$ cat config.mk
export PLATFORM = sky130hd
export DESIGN_NAME = levenshtein_core
export DESIGN_NICKNAME = d
export VERILOG_FILES = /design/src/rtl/levenshtein_core.sv
export SDC_FILE = /design/constraint.sdc
export NUM_CORES = 2
export LEC_CHECK = 0
export ABC_CLOCK_PERIOD_IN_PS = 17600
export CAP_MARGIN = 0
export CORE_MARGIN = 2
export CORE_UTILIZATION = 30
export DETAILED_ROUTE_END_ITERATION = 6
export SYNTH_ARGS = -nofsm -noshare
export SYNTH_HDL_FRONTEND = slang
export SYNTH_SLANG_ARGS = --single-unit
$ cat constraint.sdc
create_clock -name clk -period 17.6 [get_ports clk]
set_clock_uncertainty 0.2 [all_clocks]
set_input_delay 2.64 -clock clk [delete_from_list [all_inputs] [get_ports clk]]
set_output_delay 2.64 -clock clk [all_outputs]
set_load 0.02 [all_outputs]
$ cat src/rtl/levenshtein_core.sv
// rtl/levenshtein_core.sv - edit-distance engine, single-row DP buffer on the stack, bus master
// One bus transaction per state visit; a full row is rebuilt for every character of string a.

module levenshtein_core (
  input  logic        clk,
  input  logic        rstb,
  input  logic        setb,
  output logic        idle,
  input  logic [7:0]  pc0,
  input  logic [31:0] ra0,
  input  logic [31:0] sp0,
  input  logic [31:0] s00,
  input  logic [31:0] a00,
  input  logic [31:0] a10,
  input  logic [31:0] a20,
  input  logic [31:0] a30,
  input  logic [31:0] a40,
  output logic [31:0] a0,
  output logic [31:0] addr,
  output logic [2:0]  size,
  output logic        valid,
  output logic        write,
  output logic [31:0] wdata,
  input  logic [31:0] rdata,
  input  logic        ready
);

  typedef enum logic [3:0] {
    S_LOAD, S_INIT, S_ROWSTART, S_RD_A, S_RD_B, S_RD_V, S_WR_V, S_FINISH, S_DONE
  } state_t;

  state_t      r_state;
  state_t      w_state_next;

  logic        r_pc_bad;
  logic [31:0] r_a_p, r_m, r_b_p, r_n, r_base;
  logic [31:0] r_i, r_j, r_prev, r_left, r_t, r_a0;
  logic [7:0]  r_ca, r_cb;
  logic        r_valid, r_write;
  logic [31:0] r_addr, r_wdata;
  logic [2:0]  r_size;

  logic        w_done, w_bus, w_issue, w_row_last, w_col_last;
  logic [31:0] w_x, w_t1, w_l1, w_d, w_min_tl, w_row_addr;
  logic [31:0] w_req_addr, w_req_wdata;
  logic [2:0]  w_req_size;
  logic        w_req_write;
  logic        w_unused;

  // Captured-but-unused call arguments.
  assign w_unused = ^{ra0, s00, a40};

  assign w_done     = r_valid & ready;
  assign w_bus      = (r_state == S_INIT) || (r_state == S_ROWSTART) || (r_state == S_RD_A) ||
                      (r_state == S_RD_B) || (r_state == S_RD_V) || (r_state == S_WR_V);
  assign w_issue    = setb & w_bus & ~r_valid;
  assign w_row_last = (r_i == r_m);
  assign w_col_last = (r_j == r_n);
  assign w_row_addr = r_base + {r_j[29:0], 2'b00};

  assign w_t1     = r_t + 32'd1;
  assign w_l1     = r_left + 32'd1;
  assign w_d      = r_prev + {31'd0, (r_ca != r_cb)};
  assign w_min_tl = (w_t1 < w_l1) ? w_t1 : w_l1;
  assign w_x      = (w_d < w_min_tl) ? w_d : w_min_tl;

  always_ff @(posedge clk or posedge rstb) begin
    if (rstb) r_state <= S_LOAD;
    else      r_state <= w_state_next;
  end

  always_comb begin
    w_state_next = r_state;
    if (!setb) begin
      w_state_next = S_LOAD;
    end else begin
      case (r_state)
        S_LOAD:     w_state_next = r_pc_bad ? S_DONE : S_INIT;
        S_INIT:     if (w_done && w_col_last) w_state_next = (r_m == 32'd0) ? S_FINISH : S_ROWSTART;
        S_ROWSTART: if (w_done) w_state_next = S_RD_A;
        S_RD_A: begin
          if (w_done) begin
            if (r_n != 32'd0) w_state_next = S_RD_B;
            else              w_state_next = w_row_last ? S_FINISH : S_ROWSTART;
          end
        end
        S_RD_B:     if (w_done) w_state_next = S_RD_V;
        S_RD_V:     if (w_done) w_state_next = S_WR_V;
        S_WR_V: begin
          if (w_done) begin
            if (!w_col_last)     w_state_next = S_RD_B;
            else if (w_row_last) w_state_next = S_FINISH;
            else                 w_state_next = S_ROWSTART;
          end
        end
        S_FINISH:   w_state_next = S_DONE;
        S_DONE:     w_state_next = S_DONE;
        default:    w_state_next = S_LOAD;
      endcase
    end
  end

  always_comb begin
    w_req_addr  = 32'd0;
    w_req_size  = 3'd0;
    w_req_write = 1'b0;
    w_req_wdata = 32'd0;
    case (r_state)
      S_INIT:     begin w_req_addr = w_row_addr; w_req_size = 3'd2; w_req_write = 1'b1; w_req_wdata = r_j; end
      S_ROWSTART: begin w_req_addr = r_base;     w_req_size = 3'd2; w_req_write = 1'b1; w_req_wdata = r_i; end
      S_RD_A:     begin w_req_addr = r_a_p + r_i - 32'd1; end
      S_RD_B:     begin w_req_addr = r_b_p + r_j - 32'd1; end
      S_RD_V:     begin w_req_addr = w_row_addr; w_req_size = 3'd2; end
      S_WR_V:     begin w_req_addr = w_row_addr; w_req_size = 3'd2; w_req_write = 1'b1; w_req_wdata = w_x; end
      default:    ;
    endcase
  end

  always_ff @(posedge clk or posedge rstb) begin
    if (rstb) begin
      r_pc_bad <= 1'b0;
      r_a_p    <= '0; r_m <= '0; r_b_p <= '0; r_n <= '0; r_base <= '0;
      r_i      <= '0; r_j <= '0; r_prev <= '0; r_left <= '0; r_t <= '0;
      r_ca     <= '0; r_cb <= '0;
      r_a0     <= '0;
      r_valid  <= 1'b0; r_write <= 1'b0; r_addr <= '0; r_size <= '0; r_wdata <= '0;
    end else if (!setb) begin
      r_valid  <= 1'b0;
      r_pc_bad <= (pc0 != 8'd0);
      r_a_p    <= a00;
      r_m      <= a10;
      r_b_p    <= a20;
      r_n      <= a30;
      r_base   <= sp0 - ((a30 + 32'd1) << 2);
    end else begin
      if (w_issue) begin
        r_valid <= 1'b1;
        r_addr  <= w_req_addr;
        r_size  <= w_req_size;
        r_write <= w_req_write;
        r_wdata <= w_req_wdata;
      end else if (w_done) begin
        r_valid <= 1'b0;
      end
      case (r_state)
        S_LOAD: begin
          r_i <= 32'd1;
          r_j <= 32'd0;
          if (r_pc_bad) r_a0 <= 32'd0;
        end
        S_INIT: begin
          if (w_done) begin
            if (w_col_last) begin
              r_left <= r_n;
              if (r_m == 32'd0) r_a0 <= r_n;
            end else begin
              r_j <= r_j + 32'd1;
            end
          end
        end
        S_ROWSTART: begin
          if (w_done) begin
            r_prev <= r_i - 32'd1;
            r_left <= r_i;
          end
        end
        S_RD_A: begin
          if (w_done) begin
            r_ca <= rdata[7:0];
            r_j  <= 32'd1;
            if (r_n == 32'd0) begin
              if (w_row_last) r_a0 <= r_i;
              else            r_i  <= r_i + 32'd1;
            end
          end
        end
        S_RD_B: if (w_done) r_cb <= rdata[7:0];
        S_RD_V: if (w_done) r_t  <= rdata;
        S_WR_V: begin
          if (w_done) begin
            r_left <= w_x;
            r_prev <= r_t;
            if (!w_col_last)     r_j  <= r_j + 32'd1;
            else if (w_row_last) r_a0 <= w_x;
            else                 r_i  <= r_i + 32'd1;
          end
        end
        default: ;
      endcase
    end
  end

  // a0 is already final on entry to FINISH, so idle can rise there.
  assign idle  = setb & ((r_state == S_FINISH) || (r_state == S_DONE));
  assign a0    = r_a0;
  assign valid = r_valid;
  assign addr  = r_addr;
  assign size  = r_size;
  assign write = r_write;
  assign wdata = r_wdata;

endmodule

Yosys cells after proc, flatten, opt, wreduce, memory -nomap -nowiden
Index checks and enable logic that the tools add are counted.
- bits in registers: 442
- reductions and logical operators: 32
- bitwise operators: 5
- muxes and demuxes: 51
- eq/ne operators: 31
- add/sub/neg operators: 13
- order comparisons: 2
- operator list (kind ; count):
    $mux W32 ; 26
    $pmux W32 S3 ; 4
    $pmux W32 S4 ; 2
    $add A32 B1 Y32 const B ; 4
    $add A32 B32 Y32 ; 3
    $sub A32 B1 Y32 const B ; 3
    $eq A32 B32 Y1 ; 2
    $logic_not A32 Y1 ; 2
    $lt A32 B32 Y1 ; 2
    $pmux W32 S2 ; 1
    $add A32 B1 Y32 ; 1
    $mux W4 ; 8
    $pmux W4 S8 ; 1
    $reduce_bool A32 Y1 ; 1
    $sub A32 B32 Y32 ; 1
    $add A30 B1 Y30 const B ; 1
    $ne A2 B2 Y1 const B ; 10
    $reduce_and A6 Y1 ; 3
    $eq A4 B3 Y1 const B ; 4
    $ne A3 B3 Y1 const B ; 5
    $mux W3 ; 4
    $reduce_and A12 Y1 ; 1
    $reduce_and A3 Y1 ; 3
    $reduce_bool A3 Y1 ; 3
    23 further kinds ; 39

Depth between registers and ports, before layout
- depth in word-level cells: 10
- depth in mapped cells: 31
- mapped depth without buffers: 27

Least setup slack after synthesis
No wires, ideal clock.
- kind: reg2reg
- start: register r_left[2]
- end: register r_a0[24], in the netlist a0[24]
- arrival time: 6397 ps
- period minus slack after synthesis: 6733 ps
- library setup time: 136 ps
- setup slack: 10867 ps
- cell stages (with the launch flop): 32
- path through: dfrtp_1 and3_1 and3_1 nand4_1 nor2_1 and3_1 clkbuf_1 nand3_1 xor2_1 ha_1 a21o_1 a21o_1 a21oi_1 o21a_1 o21a_1 a31o_2 nor2_1 clkbuf_1 clkbuf_1 a21o_1 ha_1 a21o_1 a21o_1 a21o_1 a21o_1 a21oi_1 o32ai_1 or4_1 a31oi_1 buf_2 mux2i_1 o22ai_1
- longest elaborated chain between the ends: 9
- RTL lines (what ; line ; source):
    start, declared ; 37 ; logic [31:0] r_i, r_j, r_prev, r_left, r_t, r_a0;
    start signal, assigned ; 154 ; r_left <= r_n;
    start signal, assigned ; 164 ; r_left <= r_i;
    start signal, assigned ; 181 ; r_left <= w_x;
    $add A32 B1 Y32 (*) ; 62 ; assign w_l1 = r_left + 32'd1;
    $lt A32 B32 Y1 ; 64 ; assign w_min_tl = (w_t1 < w_l1) ? w_t1 : w_l1;
    $mux W32 (*) ; 64 ;
    $lt A32 B32 Y1 ; 65 ; assign w_x = (w_d < w_min_tl) ? w_d : w_min_tl;
    $mux W32 (*) ; 65 ;
    $mux W32 (*) ; 184 ; else if (w_row_last) r_a0 <= w_x;
    $mux W32 (*) ; 183 ; if (!w_col_last) r_j <= r_j + 32'd1;
    $mux W32 (*) ; 180 ; if (w_done) begin
    $pmux W32 S4 (*) ; 145 ; case (r_state)
    end signal, assigned ; 155 ; if (r_m == 32'd0) r_a0 <= r_n;
    end signal, assigned ; 172 ; if (w_row_last) r_a0 <= r_i;
    end signal, assigned ; 184 ;
    end, declared ; 37 ;
Mark *: on every way between the ends. The rest lies on a longest branch, timed or not. The select of a mux whose other input is x is not followed.
A chain may end at the register's enable or synchronous reset.

Final worst setup path
- start: register r_left[3]
- end: register r_left[15]
- longest elaborated chain between the ends: 7
- RTL lines (what ; line):
    $add A32 B1 Y32 (*) ; 62
    $lt A32 B32 Y1 ; 64
    $mux W32 (*) ; 64
    $lt A32 B32 Y1 ; 65
    $mux W32 (*) ; 65
    $mux W32 (*) ; 180
    $pmux W32 S3 (*) ; 145
Marks and branches as above.

==> impl_metrics.prom <==
# TYPE chip_impl_metric gauge
chip_impl_info{name="outcome",value="complete, but fails checks"} 1
chip_impl_info{name="failed_checks",value="DRC"} 1
chip_impl_info{name="tritoncts_clock_tree",value="done"} 1
chip_impl_metric{name="sequential_to_total_area_share_from_yosys_stat",unit="%"} 34.0
chip_impl_metric{name="nFillCells",unit=""} 11000
chip_impl_metric{name="post_synth_mux_area_share",unit="%"} 7.46
chip_impl_metric{name="cp.required",unit="ns"} 17.87
chip_impl_info{name="rsz_0062_raised_after_global_routing",value="no"} 1
chip_impl_metric{name="worst-path-stages",unit=""} 29
chip_impl_metric{name="place.gp.congestion",unit=""} 0.948
chip_impl_metric{name="switching_power_share_of_the_total",unit="%"} 34.9
chip_impl_metric{name="grt_pass1_vias",unit=""} 27900
chip_impl_info{name="crit_path_end_kind",value="register"} 1
chip_impl_metric{name="synth.ff_latch_count",unit=""} 440
chip_impl_metric{name="final_net_count",unit=""} 4418
chip_impl_metric{name="synth-simple-area-share",unit="%"} 14.6
chip_impl_info{name="synth_top_cells_by_area",value="dfrtp_1 (34%), ha_1 (9.7%), xnor2_1 (6.3%)"} 1
chip_impl_metric{name="postSynth.asyncResetShare",unit="%"} 100
chip_impl_metric{name="flow.area_growth_from_synthesis",unit="%"} 19.1
chip_impl_metric{name="holdPathStages",unit=""} 2
chip_impl_metric{name="start_util",unit="%"} 30.3
chip_impl_metric{name="cellInternalPower",unit="mW"} 2.24
chip_impl_metric{name="height_of_the_die",unit="um"} 333
chip_impl_metric{name="register_share_of_total_power",unit="%"} 36.0
chip_impl_metric{name="antenna_violating_nets_post_route",unit=""} 0
chip_impl_metric{name="p_per_area",unit="mW/mm2"} 89.1
chip_impl_metric{name="final_core_utilization",unit="%"} 36.1
chip_impl_metric{name="complex_gate_fraction_of_the_synthesized_area",unit="%"} 18.4
chip_impl_metric{name="chipWidth",unit="um"} 333
chip_impl_metric{name="ioPinCount",unit=""} 402
chip_impl_info{name="cp-start-kind",value="register"} 1
chip_impl_metric{name="timing.critical_path.arrival",unit="ns"} 8.84
chip_impl_info{name="critical_path.top_delay_family",value="compound AO/OA/AOI/OAI gates"} 1
chip_impl_metric{name="finalSetupViolations",unit=""} 0
chip_impl_info{name="yosys.area.top_type",value="dfrtp_1"} 1
chip_impl_metric{name="buffer_levels_on_the_longest_clock_path",unit=""} 3
chip_impl_metric{name="timing.reg2reg.worst_path_depth",unit=""} 29
chip_impl_metric{name="min_cycle_time_layout",unit="ns"} 8.57
chip_impl_metric{name="post_synth_xor_area_fraction",unit="%"} 9.95
chip_impl_metric{name="number_of_max_slew_violations_in_the_final_report",unit=""} 0
chip_impl_metric{name="yosys.area_share.adder",unit="%"} 9.90
chip_impl_metric{name="final_cell_count_no_fill",unit=""} 5304
chip_impl_info{name="main_combinational_cell_family_by_area_after_synthesis",value="compound AO/OA/AOI/OAI gates"} 1
chip_impl_metric{name="timing.critical_path.slowest_cell_delay",unit="ns"} 0.71
chip_impl_info{name="synthFlopType",value="dfrtp_1"} 1
chip_impl_metric{name="netSwitchingPower",unit="mW"} 1.20
chip_impl_info{name="final_common_cell",value="dfrtp_1"} 1
chip_impl_metric{name="number_of_antenna_violations_at_the_first_check_in_global_routing",unit=""} 4
chip_impl_metric{name="vias_per_cell",unit=""} 5.50
chip_impl_metric{name="drt_iter0_markers",unit=""} 3156
chip_impl_metric{name="clock_tree.htree_level_count",unit=""} 2
chip_impl_metric{name="grt_start_max_net_pins",unit=""} 135
chip_impl_metric{name="synth_edf_count",unit=""} 0
chip_impl_metric{name="finalPower",unit="mW"} 3.44
chip_impl_metric{name="clkSlewWorstSetupHoldPaths",unit="ns"} 0.07
chip_impl_metric{name="yosysWarningCount",unit=""} 0
chip_impl_metric{name="final_hold_viol_count",unit=""} 0
chip_impl_metric{name="max_slew.worst_pin.slew",unit="ns"} 1.32
chip_impl_metric{name="overflow",unit=""} 0
chip_impl_metric{name="clock_tree_sinks",unit=""} 440
chip_impl_metric{name="peak_ir_drop_on_the_vdd_network",unit="V"} 0.0000667
chip_impl_metric{name="grt_pass1_wl",unit="um"} 187000
chip_impl_metric{name="clock_power_share",unit="%"} 33.2
chip_impl_info{name="critical-path-top-cell-by-count",value="a21o_1"} 1
chip_impl_info{name="class_of_the_most_critical_hold_timing_path",value="reg2reg"} 1
chip_impl_metric{name="wirelength",unit="um"} 127000
chip_impl_metric{name="hold_buffers",unit=""} 0
chip_impl_metric{name="clock.fmax",unit="MHz"} 117
chip_impl_metric{name="synthesis.area_per_instance",unit="um2"} 8.85
chip_impl_metric{name="critical_path_peak_fanout",unit=""} 61
chip_impl_metric{name="grt_usage",unit="%"} 22.4
chip_impl_metric{name="power_leakage",unit="nW"} 17.0
chip_impl_info{name="criticalPathCategory",value="reg2reg"} 1
chip_impl_metric{name="power.share.combinational",unit="%"} 30.7
chip_impl_metric{name="design.die.area",unit="mm2"} 0.111
chip_impl_info{name="most_frequent_cells_in_the_layout",value="dfrtp_1 (440), clkdlybuf4s50_1 (302), inv_1 (292)"} 1
chip_impl_info{name="critical_path_cell_with_the_highest_stage_delay",value="mux2i_1"} 1
chip_impl_metric{name="drt-wirelength-per-cell",unit="um"} 24.0
chip_impl_metric{name="placed_area",unit="mm2"} 0.0369
chip_impl_metric{name="hpwlAfterDp",unit="um"} 98200
chip_impl_info{name="cts_root_buf",value="clkbuf_16"} 1
chip_impl_metric{name="timing.setup.tns",unit="ns"} 0
chip_impl_metric{name="clk_latency",unit="ns"} 0.64
chip_impl_metric{name="crit_buf_inv",unit=""} 2
chip_impl_metric{name="core_area",unit="mm2"} 0.107
chip_impl_metric{name="dr_total_vias",unit=""} 29200
chip_impl_metric{name="cts_setup_buffers",unit=""} 0
chip_impl_metric{name="postLayoutCellArea",unit="mm2"} 0.0386
chip_impl_metric{name="ys_types",unit=""} 77
chip_impl_metric{name="synth_area",unit="mm2"} 0.0324
chip_impl_metric{name="netlist.area_leader.share",unit="%"} 34.0
chip_impl_metric{name="syn_inst",unit=""} 3663
chip_impl_metric{name="detail_route.drc_violations",unit=""} 11
chip_impl_metric{name="worst_slew_margin_rel",unit="%"} 11.7
chip_impl_metric{name="cap_viol_max_count",unit=""} 0
chip_impl_metric{name="total_clock_buffers_created_by_cts",unit=""} 53
chip_impl_metric{name="antenna-diode-count",unit=""} 0
chip_impl_metric{name="share_of_cells_above_drive_strength_1",unit="%"} 8.87
chip_impl_metric{name="fp-row-count",unit=""} 120
chip_impl_metric{name="post_cts_resized",unit=""} 0
chip_impl_metric{name="layout_worst_path_cycle_share",unit="%"} 48.7
chip_impl_metric{name="drt_first_pass_iters",unit=""} 7
chip_impl_metric{name="port-buffer-count",unit=""} 303
chip_impl_metric{name="post-place-cells",unit=""} 5212
-- worst register-to-register path: cells and delay by family, from the launching register on --
kind | cells | cell delay, ns
buf+inv | 2 | 0.80
fa+ha+maj | 2 | 0.60
xor+xnor | 1 | 0.31
flops | 1 | 0.42
simple gates | 9 | 2.25
mux | 1 | 0.71
compound gates | 14 | 3.11
-- power groups by stage --
stage	Sequential [mW]	Clock [mW]	Combinational [mW]
global placement	1.25	0	1.04
detailed placement	1.25	0	1.05
CTS	1.24	1.16	1.06
global route	1.25	1.20	1.16
finish	1.24	1.14	1.06
floorplan	1.25	0	0.633
-- path summary, 6_finish.rpt --
check / from / endpoint / slack, ns
max reg2reg: r_left[3] / r_left[15] / 9.03
min in group asynchronous: rstb / r_a_p[28] / 2.39
max: r_left[3] / r_left[15] / 9.03
min reg2reg: r_prev[23] / r_prev[23] / 0.28
max in group asynchronous: rstb / r_b_p[12] / 12.69
min: r_prev[23] / r_prev[23] / 0.28
-- cells in the mapped netlist (all sizes together) (5+ instances only) --
| cell type | n |
|---|---|
| a2111oi | 10 |
| a211o | 5 |
| a211oi | 43 |
| a21boi | 6 |
| a21o | 115 |
| a21oi | 222 |
| a221oi | 19 |
| a222oi | 36 |
| a22oi | 63 |
| a31oi | 81 |
| and2 | 43 |
| and3 | 51 |
| and4 | 11 |
| buf | 22 |
| clkbuf | 170 |
| dfrtp | 440 |
| ha | 250 |
| inv | 295 |
| mux2 | 181 |
| mux2i | 38 |
| nand2 | 236 |
| nand2b | 16 |
| nand3 | 98 |
| nand4 | 58 |
| nor2 | 273 |
| nor2b | 21 |
| nor3 | 76 |
| nor4 | 39 |
| o211ai | 11 |
| o21a | 19 |
| o21ai | 167 |
| o21bai | 15 |
| o221ai | 5 |
| o22ai | 52 |
| o31ai | 11 |
| or2 | 11 |
| or3 | 21 |
| or4 | 10 |
| xnor2 | 233 |
| xor2 | 135 |
-- layout make-up --
type	instances	area [um2]	area share (%)
Inverter	295	1110	2.89
Clock inverter	18	231	0.600
Multi-Input combinational cell	2737	19700	51.0
Timing Repair Buffer	337	3300	8.56
Clock buffer	74	1520	3.93
Tap cell	1403	1760	4.55
Sequential cell	440	11000	28.5
-- per-layer routing --
layer / up-vias / routed length, um / track usage [%] / part of all wire (%)
met5: - / 20 / 0 / 0.016
met4: 2 / 5030 / 8.11 / 4.0
met3: 219 / 10800 / 5.11 / 8.5
met2: 1217 / 54900 / 34.2 / 43
met1: 14200 / 56400 / 30.9 / 44
li1: 13500 / - / - / -
-- cell families (layout without fill, tap and decap cells) --
| group | Yosys count | count (layout) |
|---|---|---|
| compound gates | 917 | 917 |
| fa+ha+maj | 254 | 254 |
| other cells | 1 | 2 |
| xor+xnor | 368 | 368 |
| flops | 440 | 440 |
| simple gates | 977 | 977 |
| mux | 219 | 219 |
| buf+inv | 487 | 724 |
-- stage by stage --
stage / setup slack [ns] / hold WS [ns]
CTS: 9.08 / 0.284
detailed placement: 9.11 / 0.263
finish: 9.03 / 0.283
global route: 8.64 / 0.317
global placement: 9.11 / 0.265
floorplan: 2.50 / 0.250
Power figures use the tool's default switching activity.
